$ cat src/rtl/fpu_issue_if.sv
// Bundle of pipeline request, FPU and writeback signals around the FPU issue sequencer.
// The slave modport is the sequencer's view; the master modport is the surrounding pipeline and FPU.
interface fpu_issue_if;
  logic        req_valid;
  logic        req_ready;
  logic [4:0]  req_op;
  logic [15:0] req_op1;
  logic [15:0] req_op2;
  logic [3:0]  req_rd;
  logic        flush;
  logic        fpu_en;
  logic [4:0]  fpu_instr;
  logic [15:0] fpu_op1;
  logic [15:0] fpu_op2;
  logic [15:0] fpu_result;
  logic        fpu_done;
  logic        wb_valid;
  logic [3:0]  wb_rd;
  logic [15:0] wb_data;
  logic        wb_err;
  logic        busy;
  logic [3:0]  busy_rd;
  logic [7:0]  err_count;

  modport slave (
    input  req_valid, req_op, req_op1, req_op2, req_rd, flush, fpu_result, fpu_done,
    output req_ready, fpu_en, fpu_instr, fpu_op1, fpu_op2,
           wb_valid, wb_rd, wb_data, wb_err, busy, busy_rd, err_count
  );

  modport master (
    output req_valid, req_op, req_op1, req_op2, req_rd, flush, fpu_result, fpu_done,
    input  req_ready, fpu_en, fpu_instr, fpu_op1, fpu_op2,
           wb_valid, wb_rd, wb_data, wb_err, busy, busy_rd, err_count
  );
endinterface

$ cat src/rtl/fpu_issue.sv
// Issue/writeback sequencer in front of the 16-bit FPU: one op in flight, done-or-timeout
// completion, single-cycle tagged writeback pulse.
module fpu_issue #(
  parameter int TIMEOUT = 16
) (
  input logic        clk,
  input logic        reset,
  fpu_issue_if.slave bus
);

  typedef enum logic [1:0] {IDLE, ISSUE, WAIT, WB} state_t;

  state_t      state, state_nxt;
  logic [4:0]  op_q;
  logic [15:0] op1_q, op2_q;
  logic [3:0]  rd_q;
  logic [7:0]  cnt;
  logic [15:0] wb_data_q;
  logic        wb_err_q;
  logic [7:0]  err_count_q;
  logic        ready, accept, legal, timeout;

  assign legal   = (bus.req_op >= 5'h11) && (bus.req_op <= 5'h16);
  assign accept  = bus.req_valid && ready;
  assign timeout = (cnt == 8'(TIMEOUT - 1));

  always_ff @(posedge clk) begin
    if (reset) state <= IDLE;
    else       state <= state_nxt;
  end

  always_comb begin
    state_nxt = state;
    ready     = 1'b0;
    case (state)
      IDLE: begin
        ready = !bus.flush;
        if (accept) state_nxt = legal ? ISSUE : WB;
      end
      // fpu_done is deliberately not looked at here: it may still be high from the last op
      ISSUE:   state_nxt = bus.flush ? IDLE : WAIT;
      WAIT: begin
        if (bus.flush)                     state_nxt = IDLE;
        else if (bus.fpu_done || timeout)  state_nxt = WB;
      end
      WB:      state_nxt = IDLE;
      default: state_nxt = IDLE;
    endcase
  end

  always_ff @(posedge clk) begin
    if (reset) begin
      op_q        <= '0;
      op1_q       <= '0;
      op2_q       <= '0;
      rd_q        <= '0;
      cnt         <= '0;
      wb_data_q   <= '0;
      wb_err_q    <= 1'b0;
      err_count_q <= '0;
    end else begin
      if (accept) begin
        op_q  <= bus.req_op;
        op1_q <= bus.req_op1;
        op2_q <= bus.req_op2;
        rd_q  <= bus.req_rd;
        if (!legal) begin
          wb_data_q <= '0;
          wb_err_q  <= 1'b1;
        end
      end
      if (state == ISSUE) cnt <= '0;
      // done beats timeout when both land on the same edge
      if (state == WAIT && !bus.flush) begin
        if (bus.fpu_done) begin
          wb_data_q <= bus.fpu_result;
          wb_err_q  <= 1'b0;
        end else if (timeout) begin
          wb_data_q <= '0;
          wb_err_q  <= 1'b1;
        end else begin
          cnt <= cnt + 8'd1;
        end
      end
      if (state == WB && !bus.flush && wb_err_q && err_count_q != 8'hff)
        err_count_q <= err_count_q + 8'd1;
    end
  end

  assign bus.req_ready = ready;
  assign bus.fpu_en    = (state == ISSUE) || (state == WAIT);
  assign bus.fpu_instr = op_q;
  assign bus.fpu_op1   = op1_q;
  assign bus.fpu_op2   = op2_q;
  assign bus.wb_valid  = (state == WB);
  assign bus.wb_rd     = (state == WB) ? rd_q : 4'd0;
  assign bus.wb_data   = wb_data_q;
  assign bus.wb_err    = wb_err_q;
  assign bus.busy      = (state != IDLE);
  assign bus.busy_rd   = (state != IDLE) ? rd_q : 4'd0;
  assign bus.err_count = err_count_q;

endmodule

$ cat src/flat_wrapper.sv
// flat-port wrapper written by rule: the top's interface ports become plain ports
module fpu_issue_flat 
#(
  parameter int TIMEOUT = 16
)
  (clk, reset, bus_req_valid, bus_req_op, bus_req_op1, bus_req_op2, bus_req_rd, bus_flush, bus_fpu_result, bus_fpu_done, bus_req_ready, bus_fpu_en, bus_fpu_instr, bus_fpu_op1, bus_fpu_op2, bus_wb_valid, bus_wb_rd, bus_wb_data, bus_wb_err, bus_busy, bus_busy_rd, bus_err_count);
  fpu_issue_if bus_i ();
  input logic clk;
  input logic reset;
  input wire logic [$bits(bus_i.req_valid)-1:0] bus_req_valid;
  input wire logic [$bits(bus_i.req_op)-1:0] bus_req_op;
  input wire logic [$bits(bus_i.req_op1)-1:0] bus_req_op1;
  input wire logic [$bits(bus_i.req_op2)-1:0] bus_req_op2;
  input wire logic [$bits(bus_i.req_rd)-1:0] bus_req_rd;
  input wire logic [$bits(bus_i.flush)-1:0] bus_flush;
  input wire logic [$bits(bus_i.fpu_result)-1:0] bus_fpu_result;
  input wire logic [$bits(bus_i.fpu_done)-1:0] bus_fpu_done;
  output wire logic [$bits(bus_i.req_ready)-1:0] bus_req_ready;
  output wire logic [$bits(bus_i.fpu_en)-1:0] bus_fpu_en;
  output wire logic [$bits(bus_i.fpu_instr)-1:0] bus_fpu_instr;
  output wire logic [$bits(bus_i.fpu_op1)-1:0] bus_fpu_op1;
  output wire logic [$bits(bus_i.fpu_op2)-1:0] bus_fpu_op2;
  output wire logic [$bits(bus_i.wb_valid)-1:0] bus_wb_valid;
  output wire logic [$bits(bus_i.wb_rd)-1:0] bus_wb_rd;
  output wire logic [$bits(bus_i.wb_data)-1:0] bus_wb_data;
  output wire logic [$bits(bus_i.wb_err)-1:0] bus_wb_err;
  output wire logic [$bits(bus_i.busy)-1:0] bus_busy;
  output wire logic [$bits(bus_i.busy_rd)-1:0] bus_busy_rd;
  output wire logic [$bits(bus_i.err_count)-1:0] bus_err_count;
  assign bus_i.req_valid = bus_req_valid;
  assign bus_i.req_op = bus_req_op;
  assign bus_i.req_op1 = bus_req_op1;
  assign bus_i.req_op2 = bus_req_op2;
  assign bus_i.req_rd = bus_req_rd;
  assign bus_i.flush = bus_flush;
  assign bus_i.fpu_result = bus_fpu_result;
  assign bus_i.fpu_done = bus_fpu_done;
  assign bus_req_ready = bus_i.req_ready;
  assign bus_fpu_en = bus_i.fpu_en;
  assign bus_fpu_instr = bus_i.fpu_instr;
  assign bus_fpu_op1 = bus_i.fpu_op1;
  assign bus_fpu_op2 = bus_i.fpu_op2;
  assign bus_wb_valid = bus_i.wb_valid;
  assign bus_wb_rd = bus_i.wb_rd;
  assign bus_wb_data = bus_i.wb_data;
  assign bus_wb_err = bus_i.wb_err;
  assign bus_busy = bus_i.busy;
  assign bus_busy_rd = bus_i.busy_rd;
  assign bus_err_count = bus_i.err_count;
  fpu_issue #(.TIMEOUT(TIMEOUT)) u_core (.clk(clk), .reset(reset), .bus(bus_i));
endmodule
$ cat config.mk
export PLATFORM = sky130hd
export DESIGN_NAME = fpu_issue_flat
export DESIGN_NICKNAME = d
export VERILOG_FILES = /design/src/rtl/fpu_issue_if.sv /design/src/rtl/fpu_issue.sv /design/src/flat_wrapper.sv
export SDC_FILE = /design/constraint.sdc
export NUM_CORES = 1
export LEC_CHECK = 0
export CORE_UTILIZATION = 40
export CTS_BUF_LIST = sky130_fd_sc_hd__clkbuf_2
export CTS_CLUSTER_DIAMETER = 150
export DETAILED_ROUTE_END_ITERATION = 8
export PLACE_DENSITY = 0.77
export SYNTH_ARGS = -nofsm -noshare
export SYNTH_HDL_FRONTEND = slang
export SYNTH_SLANG_ARGS = --single-unit
$ cat constraint.sdc
create_clock -name clk -period 3.45 [get_ports clk]
set_clock_uncertainty 0.1 [all_clocks]
set_input_delay 0.69 -clock clk [delete_from_list [all_inputs] [get_ports clk]]
set_output_delay 0.69 -clock clk [all_outputs]
set_load 0.1 [all_outputs]
==> results of run 1 <==
-- per-layer routing --
| metal | routed length (µm) | vias to the layer above | GRT usage (%) |
|---|---|---|---|
| met4 | 72 | 0 | 6.64 |
| met3 | 527 | 7 | 4.84 |
| met1 | 3400 | 1315 | 22.4 |
| met2 | 3680 | 96 | 31.7 |
| li1 | - | 1450 | - |
| met5 | 0 | - | 0 |
-- power groups by stage --
stage / Combinational (W) / Sequential [W] / Clock [W]
6_report: 0.00134 / 0.00101 / 0.000406
5_1_grt: 0.00141 / 0.00102 / 0.000456
4_1_cts: 0.00134 / 0.00101 / 0.000426
3_5_place_dp: 0.00134 / 0.00103 / 0
3_3_place_gp: 0.00133 / 0.00102 / 0
2_1_floorplan: 0.000592 / 0.00146 / 0
-- path summary, 6_finish.rpt --
kind	from	endpoint	slack (ns)	cells after the start
setup / recovery	u_core.bus.fpu_op2[3]	bus_fpu_op2[3]	0.67	1
hold / removal	u_core.bus.fpu_op2[13]	u_core.bus.fpu_op2[13]	0.37	2
setup reg to reg	u_core.state[0]	u_core.bus.wb_data[3]	1.23	6
hold reg to reg	u_core.bus.fpu_op2[13]	u_core.bus.fpu_op2[13]	0.37	2
-- state kept, by name, indices dropped and copies added (netlist names) --
register              count
u_core.bus.fpu_op1       16
u_core.bus.fpu_op2       16
u_core.bus.wb_data       16
u_core.bus.err_count      8
u_core.cnt                8
u_core.bus.fpu_instr      5
u_core.rd_q               4
u_core.state              2
u_core.bus.wb_err         1
-- synth_stat cells (6+ instances only) --
cell	n
a22o_1	16
clkbuf_1	11
a21oi_1	47
nand2_1	89
dfxtp_1	76
ha_1	7
nor2_1	16
xor2_1	6
buf_2	8
-- cells by family after synthesis --
kind of cell | after synthesis
mux | 4
xor+xnor | 6
simple gates | 146
compound gates | 85
buf+inv | 24
flops | 76
fa+ha+maj | 7
-- per-stage QoR --
step	utilization [%]	area (µm²)
CTS	60.1	4410
finish	60.1	4410
floorplan	-	3070
global placement	58.9	4320
detailed placement	58.9	4320
global route	60.1	4410
-- area by class of cell --
class                           count  area, µm²  share of cell area (%)
Clock buffer                       10       50.0                    1.14
Clock inverter                      6       40.0                   0.908
Inverter                            4       15.0                   0.341
Multi-Input combinational cell    248       1450                    32.8
Sequential cell                    76       1520                    34.5
Tap cell                           99        124                    2.81
Timing Repair Buffer              138       1210                    27.5
==> key figures, run 1 <==
Place
  • Placed Cells: around 570
  • Placement Setup Slack: between 0.5 and 0.6 ns
  • HPWL after detailed placement: roughly 5500 µm
  • GPL Wtd Cong: between 0.7 and 0.8
  • IO Port Bufs: approximately 140

STA
  • RSZ-0062 raised after global routing: false
  • PnR worst setup slack: about 0.67 ns
  • Max Clock Freq: roughly 360 MHz
  • Hold Fails Final Rpt: 0
  • Fin crit share: between 80% and 90%
  • Worst slew pin tran: just over 1 ns
  • Final Max Slew Viols: 0
  • Worst hold slack: 0.368 ns
  • Max-slew headroom: between 30% and 40%
  • Post-route setup TNS: 0 ns
  • Period minus WS final: 2.78 ns
  • Setup violations, final: 0

Synthesis
  • Syn Area/Cell: ~8.8 µm²
  • EDFF count, synth: 0
  • Main synth FF type: dfxtp_1
  • Mux share of post-synthesis cell area: about 1.3%
  • Post-Synthesis Cell Area: just over 3000 µm²
  • Adder-Cell Fraction of Synth Area: between 2 and 3%
  • Synth Area in Simple Gates: ~22%
  • Post-synthesis compound-gate area fraction: a little under a fifth
  • Ys Warns: 0
  • Synthesized instance count: ~350
  • Post-synthesis xor/xnor area fraction: 1.71%
  • Main combinational cell family by area after synthesis: simple AND/OR/NAND/NOR gates
  • Register area share after synthesis: between 40% and 50%
  • Synth top area cells: dfxtp_1 50%, nand2_1 11%, a21oi_1 7.7%
  • Synth top area share: 49.6%
  • Yosys reg bits: 76
  • Distinct cell type count after synthesis: 42
  • Area leader, netlist: dfxtp_1
  • FFs w/ async S/R, synth: 0%
  • Synthesized Nets: approximately 420

Drt
  • Detailed-route via count: about 2,900
  • First DRT Iteration DRCs: 83
  • DRC: 0
  • Pre-Repair DR Iteration Count: 4
  • Drt wl/cell: 13.2 µm
  • Antenna Nets Post-Route: 0
  • Drt total wl: approximately 7700 µm
  • Vias per cell: 4.94

Run
  • Max cap viols: 0

Layout
  • Fin nets: between 500 and 600
  • Filler cells: 642
  • Most frequent cells in the layout: 89 x nand2_1, 76 x dfxtp_1, 70 x buf_4
  • Antenna fix cells: 0
  • Layout cells sized above 1: 19.7%
  • P&R area growth vs syn: 43.7%
  • Commonest non-fill, non-tap cell in the layout: nand2_1
  • Final cell count without fillers: approximately 580

Clock network
  • Cts-stage hold buffer count: 0
  • CTS buffer count: 9
  • Later-pin clock latency in the skew report: approximately 0.48 ns
  • Clk sinks: 76
  • Clock Pin Slew Worst Setup and Hold Paths: ~0.20 ns
  • CTS resizes: 0
  • Clk root buf: clkbuf_2
  • CTS max path bufs: 2
  • Postcts setup bufs: 0
  • CTS tree: built
  • H-tree levels: 3

Power and ir drop
  • Seq pwr share: between 30% and 40%
  • Pint: 0.00138 W
  • Net Sw Frac: about half
  • Combinational cell fraction of total power: 48.6%
  • Final total power: 0.00275 W
  • Peak VDD IR: ~0.39 mV
  • Clk pwr share: between 10 and 15%
  • Leak: 1.79 nW
  • P_sw: 0.00137 W
  • Cell Pwr Density: ~620 nW/µm²

Floorplan
  • Starting Density: between 40% and 50%
  • DIE AREA: about 8000 µm²
  • Core Area: 7330 µm²
  • # IOs: around 140
  • Die Width: 89.6 µm
  • Row count: 31
  • Die Span Y: about 90 µm

Worst setup path
  • Crit-path slowest cell: clkdlybuf4s50_1
  • Worst Setup End Kind: output port
  • Buffer and inverter count on the worst path: 1
  • Worst EP required: around 2.7 ns
  • Crit-path cells: clkdlybuf4s50_1
  • Setup crit start kind: flip-flop
  • CP max FO: 2
  • WP data arrival: between 1.5 and 2 ns
  • Worst path top cell family by delay: buffers and inverters
  • CP peak stage delay: 1.13 ns
  • Critical path type: reg2out

Hold path
  • HP Class: reg2reg

Global route
  • Overflow after GRT: 0
  • Vias in the first global route: ~2,600
  • First-pass GRT wire length: ~12,000 µm
  • Total GRT Usage: a little under a fifth
  • Initial antenna violation count: 0
  • Largest net degree at the start of global routing: 53

Status
  • Outcome: complete, no violations
No activity file was read; power rests on OpenSTA's default activity.
==> run 2, diff against run 1 <==
--- a/config.mk
+++ b/config.mk
@@ -5,11 +5,11 @@
 export SDC_FILE = /design/constraint.sdc
 export NUM_CORES = 1
 export LEC_CHECK = 0
-export CORE_UTILIZATION = 40
+export CORE_UTILIZATION = 39
 export CTS_BUF_LIST = sky130_fd_sc_hd__clkbuf_2
 export CTS_CLUSTER_DIAMETER = 150
 export DETAILED_ROUTE_END_ITERATION = 8
-export PLACE_DENSITY = 0.77
+export PLACE_DENSITY = 0.78
 export SYNTH_ARGS = -nofsm -noshare
 export SYNTH_HDL_FRONTEND = slang
 export SYNTH_SLANG_ARGS = --single-unit
==> constraint.sdc (replaced) <==
create_clock -name clk -period 2.29 [get_ports clk]
set_clock_uncertainty 0.1 [all_clocks]
set_input_delay 0.458 -clock clk [delete_from_list [all_inputs] [get_ports clk]]
set_output_delay 0.458 -clock clk [all_outputs]
set_load 0.1 [all_outputs]
==> run 2 against run 1 <==
Critical path depth rose by 4. Combinational power rose by 76%. Utilization rose by 4.3 points. Power rose by 74%. Worst hold slack got worse by 0.095 ns. Sequential power rose by 51%. Design area rose by 8.3%. Worst setup slack got worse by 0.58 ns. Count of clock-buffer cells in the layout fell by 1. First-iteration DRC count rose by 12%. Flip-flop and latch count did not move. Clock power rose by 120%. Critical endpoint is now bus_req_ready.
==> key figures, run 2 (synthesized netlist as in run 1, its figures left out) <==
Status
  • Outcome: complete, no violations

Worst setup path
  • Critical path type: reg2out
  • Setup crit start kind: flip-flop
  • Crit-path slowest cell: dfxtp_2
  • CP peak stage delay: 0.39 ns (-0.74 ns)
  • CP max FO: 6 (+4)
  • Worst EP required: 1.73 ns (-0.93 ns)
  • WP data arrival: 1.64 ns (-0.35 ns)
  • Crit-path cells: inv_2 -> ha_4 -> clkinvlp_4 -> nor2_4 -> buf_12
  • Worst Setup End Kind: output port

Global route
  • Vias in the first global route: 2,764 (+6.8%)
  • Total GRT Usage: 20.3% (+1.8 points)
  • Initial antenna violation count: 0 (unchanged)
  • First-pass GRT wire length: 13,300 µm (+15%)
  • Overflow after GRT: 0 (unchanged)
  • Largest net degree at the start of global routing: 43 (-19%)

Clock network
  • CTS buffer count: 9 (unchanged)
  • H-tree levels: 3 (unchanged)
  • Later-pin clock latency in the skew report: 0.50 ns (+0.02 ns)
  • CTS max path bufs: 2 (unchanged)
  • Clk root buf: clkbuf_2
  • Clock Pin Slew Worst Setup and Hold Paths: 0.23 ns (+0.03 ns)
  • CTS tree: built
  • Clk sinks: 76 (unchanged)

Layout
  • Commonest non-fill, non-tap cell in the layout: nand2_1
  • P&R area growth vs syn: 55.6%
  • Fin nets: 562 (+2.9%)
  • Final instance area: 4770 µm² (+8.3%)
  • Filler cells: 608 (-5.3%)
  • Antenna fix cells: 0 (unchanged)
  • Layout cells sized above 1: 26.5% (+6.8 points)
  • Most frequent cells in the layout: 89 x nand2_1, 79 x buf_4, 72 x dfxtp_1

STA
  • Fin crit share: between 90% and 100%
  • Worst slew pin tran: 0.999 ns (-0.0372 ns)
  • RSZ-0062 raised after global routing: true
  • Setup violations, final: 0 (unchanged)
  • Worst hold slack: 0.273 ns (-0.0949 ns)
  • Max Clock Freq: 456 MHz
  • Hold Fails Final Rpt: 0 (unchanged)
  • Final Max Slew Viols: 0 (unchanged)
  • Max-slew headroom: 33.2% (+2.5 points)
  • PnR worst setup slack: 0.0960 ns (-0.576 ns)
  • Post-route setup TNS: 0 ns (unchanged)
  • Period minus WS final: about 2.2 ns

Drt
  • DRC: 0 (unchanged)
  • Detailed-route via count: 2,953 (+3.0%)
  • Antenna Nets Post-Route: 0 (unchanged)
  • First DRT Iteration DRCs: 93 (+12%)
  • Pre-Repair DR Iteration Count: 4 (unchanged)
  • Drt total wl: 8240 µm (+7.3%)
  • Drt wl/cell: 13.8 µm (+4.4%)
  • Vias per cell: 4.95 (+0.20%)

Place
  • HPWL after detailed placement: 5920 µm (+8.5%)
  • GPL Wtd Cong: 0.806 (+2.4%)
  • IO Port Bufs: 135 (unchanged)
  • Dpl cell area: 4580 µm² (+6.1%)
  • Placement Setup Slack: -0.134 ns (-0.639 ns)

Floorplan
  • Starting Density: 41.4% (-0.44 points)
  • Die Span Y: 90.7 µm (+1.3%)
  • Row count: 31 (unchanged)
  • DIE AREA: 8230 µm² (+2.5%)
  • # IOs: 136 (unchanged)
  • Core Area: 7410 µm² (+1.1%)
  • Die Width: 90.7 µm (+1.3%)

Hold path
  • HP Class: in2reg

Run
  • Max cap viols: 0 (unchanged)

Power and ir drop
  • Peak VDD IR: 0.451 mV (+16%)
  • Cell Pwr Density: 1000 nW/µm² (+61%)
  • Leak: 1.95 nW (+8.9%)
  • Final total power: 0.00479 W (+74%)
## run 2: through the flow
| step | cells | utilization [%] |
|---|---|---|
| 6_report | 597 | 64.4 |
| 5_1_grt | 597 | 64.4 |
| 4_1_cts | 597 | 64.4 |
| 3_5_place_dp | 577 | 61.8 |
| 3_3_place_gp | 577 | 61.8 |
| 2_1_floorplan | 348 | - |
## run 2: what timing repair did
action,4_1_cts,5_1_grt
endpoints found under the setup margin,9,2
cloned,0,0
setup buffers,4,0
hold buffers,0,0
gates resized for setup,4,2
pin swaps,1,1
## run 2: critical path: cells and delay by family, from the launching register on
kind / cells / cell delay [ns]
flip-flops: 1 / 0.39
adder cells (fa/ha/maj): 1 / 0.19
buffers and inverters: 3 / 0.42
AND/OR/NAND/NOR: 1 / 0.13
## run 2: layout make-up
cell class,count,area (µm²),area share [%]
well taps,99,124,2.59
inverters,4,18.8,0.393
clock buffers,9,45.0,0.943
clock inverters,7,105,2.20
multi-input cells,248,1480,30.9
repair buffers,154,1480,31.0
flip-flops and latches,76,1530,32.0
## run 2: report_power, final
part	switching (W)	internal [W]
Sequential	0.0000777	0.00145
Clock	0.000526	0.000381
Combinational	0.00161	0.000751
## run 2: worst paths after layout
| path | from | to | slack [ns] | cells after the start |
|---|---|---|---|---|
| min reg2reg | u_core.bus.fpu_op2[7] | u_core.bus.fpu_op2[7] | 0.37 | 2 |
| max | u_core.state[0] | bus_req_ready | 0.1 | 5 |
| max reg2reg | u_core.state[1] | u_core.bus.wb_data[8] | 0.22 | 6 |
| min | reset | u_core.cnt[0] | 0.27 | 3 |
## run 2: layer usage
metal	vias up	part of all wire [%]	track usage, %
li1	1484	-	-
met1	1373	44	24.2
met2	87	49	35.2
met3	9	5.4	4.29
met4	0	1.7	8.20
met5	-	0	0
==> run 3, diff against run 2 <==
--- a/config.mk
+++ b/config.mk
@@ -5,11 +5,12 @@
 export SDC_FILE = /design/constraint.sdc
 export NUM_CORES = 1
 export LEC_CHECK = 0
-export CORE_UTILIZATION = 39
+export CAP_MARGIN = 40
+export CORE_UTILIZATION = 40
 export CTS_BUF_LIST = sky130_fd_sc_hd__clkbuf_2
 export CTS_CLUSTER_DIAMETER = 150
 export DETAILED_ROUTE_END_ITERATION = 8
-export PLACE_DENSITY = 0.78
+export DONT_BUFFER_PORTS = 1
 export SYNTH_ARGS = -nofsm -noshare
 export SYNTH_HDL_FRONTEND = slang
 export SYNTH_SLANG_ARGS = --single-unit
==> run 3 against run 2 <==
Worst hold slack lost 0.21 ns. Cell count shrank 0.84%. Flip-flop and latch count unchanged. Sequential share of layout area is 0.19 points higher. Critical endpoint unchanged. Largest cell class unchanged.
==> key figures, run 3 (synthesized netlist as in run 1, its figures left out) <==
Worst setup path
  • Worst Setup End Kind: output port
  • CP peak stage delay: 0.41 ns (+0.02 ns)
  • Critical path type: reg2out
  • CP max FO: 5 (-1)
  • Worst EP required: 1.73 ns (about the same)
  • Setup crit start kind: flip-flop
  • Crit-path slowest cell: dfxtp_4
  • WP data arrival: 1.64 ns (about the same)
  • Crit-path cells: inv_4 -> ha_4 -> clkinvlp_4 -> nor2_4 -> buf_12

Power and ir drop
  • Peak VDD IR: 0.570 mV (+26%)
  • Net Sw Frac: 47.0% (+0.88 points)
  • Cell Pwr Density: 997 nW/µm² (-0.71%)
  • P_sw: 0.00223 W (+0.76%)
  • Combinational cell fraction of total power: 49.7% (+0.5 points)
  • Clk pwr share: 18.3% (-0.6 points)
  • Pint: 0.00251 W (-2.7%)
  • Leak: 1.95 nW (-0.27%)
  • Seq pwr share: 32.0% (about the same)

Floorplan
  • # IOs: 136 (unchanged)
  • Row count: 31 (unchanged)
  • Die Span Y: 89.6 µm (-1.2%)
  • Starting Density: 41.9% (+0.44 points)
  • DIE AREA: 8020 µm² (-2.5%)
  • Core Area: 7330 µm² (-1.0%)
  • Die Width: 89.6 µm (-1.2%)

STA
  • Post-route setup TNS: 0 ns (unchanged)
  • Worst slew pin tran: 0.584 ns (-0.415 ns)
  • Period minus WS final: 2.20 ns (+0.00655 ns)
  • Fin crit share: 96.1% (+0.29 points)
  • Final Max Slew Viols: 0 (unchanged)
  • RSZ-0062 raised after global routing: true
  • Max-slew headroom: 61.0% (+28 points)
  • Hold Fails Final Rpt: 0 (unchanged)
  • Max Clock Freq: 454 MHz (-0.30%)
  • Setup violations, final: 0 (unchanged)
  • PnR worst setup slack: 0.0895 ns (-0.00655 ns)

Run
  • Max cap viols: 0 (unchanged)

Global route
  • First-pass GRT wire length: 12,600 µm (-5.0%)
  • Vias in the first global route: 2,756 (-0.29%)
  • Initial antenna violation count: 0 (unchanged)
  • Total GRT Usage: 20.6% (+0.34 points)
  • Overflow after GRT: 0 (unchanged)
  • Largest net degree at the start of global routing: 60 (+40%)

Clock network
  • CTS tree: built
  • Clk sinks: 76 (unchanged)
  • Clk root buf: clkbuf_2
  • Later-pin clock latency in the skew report: 0.51 ns (about the same)
  • CTS buffer count: 9 (unchanged)
  • Clock Pin Slew Worst Setup and Hold Paths: 0.23 ns (about the same)
  • H-tree levels: 3 (unchanged)
  • CTS max path bufs: 2 (unchanged)

Drt
  • First DRT Iteration DRCs: 177 (+90%)
  • Antenna Nets Post-Route: 0 (unchanged)
  • Drt wl/cell: 15.5 µm (+12%)
  • DRC: 0 (unchanged)
  • Drt total wl: 9160 µm (+11%)
  • Pre-Repair DR Iteration Count: 5 (+1)
  • Vias per cell: 5.04 (+2.0%)
  • Detailed-route via count: 2,986 (+1.1%)

Layout
  • Fin nets: 557 (-0.89%)
  • Commonest non-fill, non-tap cell in the layout: nand2_1
  • Most frequent cells in the layout: 89 x nand2_1, 76 x buf_4, 72 x dfxtp_1
  • Final cell count without fillers: 592 (-0.84%)
  • Multi-input logic area: 1510 µm² (+2.5%)
  • Fin util: 64.9% (+0.41 points)
  • P&R area growth vs syn: 55.0%
  • Layout cells sized above 1: 26.6% (+0.066 points)
  • Antenna fix cells: 0 (unchanged)
  • Sequential cell area: 1530 µm² (+0.16%)
  • Filler cells: 587 (-3.5%)

Place
  • HPWL after detailed placement: 5210 µm (-12%)
  • Placement Setup Slack: 0.276 ns (+0.410 ns)
  • IO Port Bufs: 0 (-100%)
  • GPL Wtd Cong: 0.756 (-6.1%)
  • Placed Cells: 504 (-13%)

Status
  • Outcome: complete, no violations

Hold path
  • HP Class: in2reg
==> run 3: through the flow <==
stage                     hold slack [ns]  cell area, µm²  power, W
final                              0.0597            4750   0.00474
after global routing               0.0521            4750   0.00494
after CTS                          0.0336            4610   0.00450
after detailed placement            0.341            3790   0.00351
after global placement              0.337            3790   0.00349
after floorplan                     0.340            3100   0.00314
==> run 3: layer usage <==
layer	vias up	routed length [µm]	track usage (%)
met1	1383	3690	22.5
met4	0	207	9.67
met3	18	609	5.67
met2	108	4660	37.1
met5	-	0	0
li1	1477	-	-
==> run 3: repair_timing <==
item	CTS	global route
setup buffers	0	10
resized for setup	14	11
cloned	0	2
hold buffers	60	0
pin swaps	0	2
setup endpoints to repair	5	12
endpoints found under the hold margin	75	0
==> run 3: worst max-delay path, delay by kind of cell (launching register included) <==
family / cells / cell delay, ns
buffers and inverters: 3 / 0.41
and+or+nand+nor: 1 / 0.16
DFF: 1 / 0.41
adders and majority gates: 1 / 0.15
==> run 3: worst paths after layout <==
path	start	to	slack (ns)	cells past startpoint
worst max-delay path	u_core.state[0]	bus_req_ready	0.09	5
worst min-delay path	reset	u_core.bus.err_count[7]	0.06	2
worst max register to register	u_core.state[0]	u_core.bus.fpu_op1[6]	0.13	8
worst min register to register	u_core.bus.fpu_op1[11]	u_core.bus.fpu_op1[11]	0.37	2
==> run 3: cell type report <==
cell class,count,area share [%]
Timing Repair Buffer,148,30.0
Clock buffer,9,0.947
Inverter,4,0.447
Clock inverter,7,2.05
Multi-Input combinational cell,249,31.8
Sequential cell,76,32.2
Tap cell,99,2.61
==> run 3: power by group through the flow <==
stage / logic [W] / registers [W] / clock network, W
after CTS: 0.00211 / 0.00151 / 0.000885
final: 0.00235 / 0.00152 / 0.000867
after floorplan: 0.000942 / 0.00220 / 0
after global placement: 0.00197 / 0.00152 / 0
after detailed placement: 0.00198 / 0.00153 / 0
after global routing: 0.00246 / 0.00153 / 0.000946
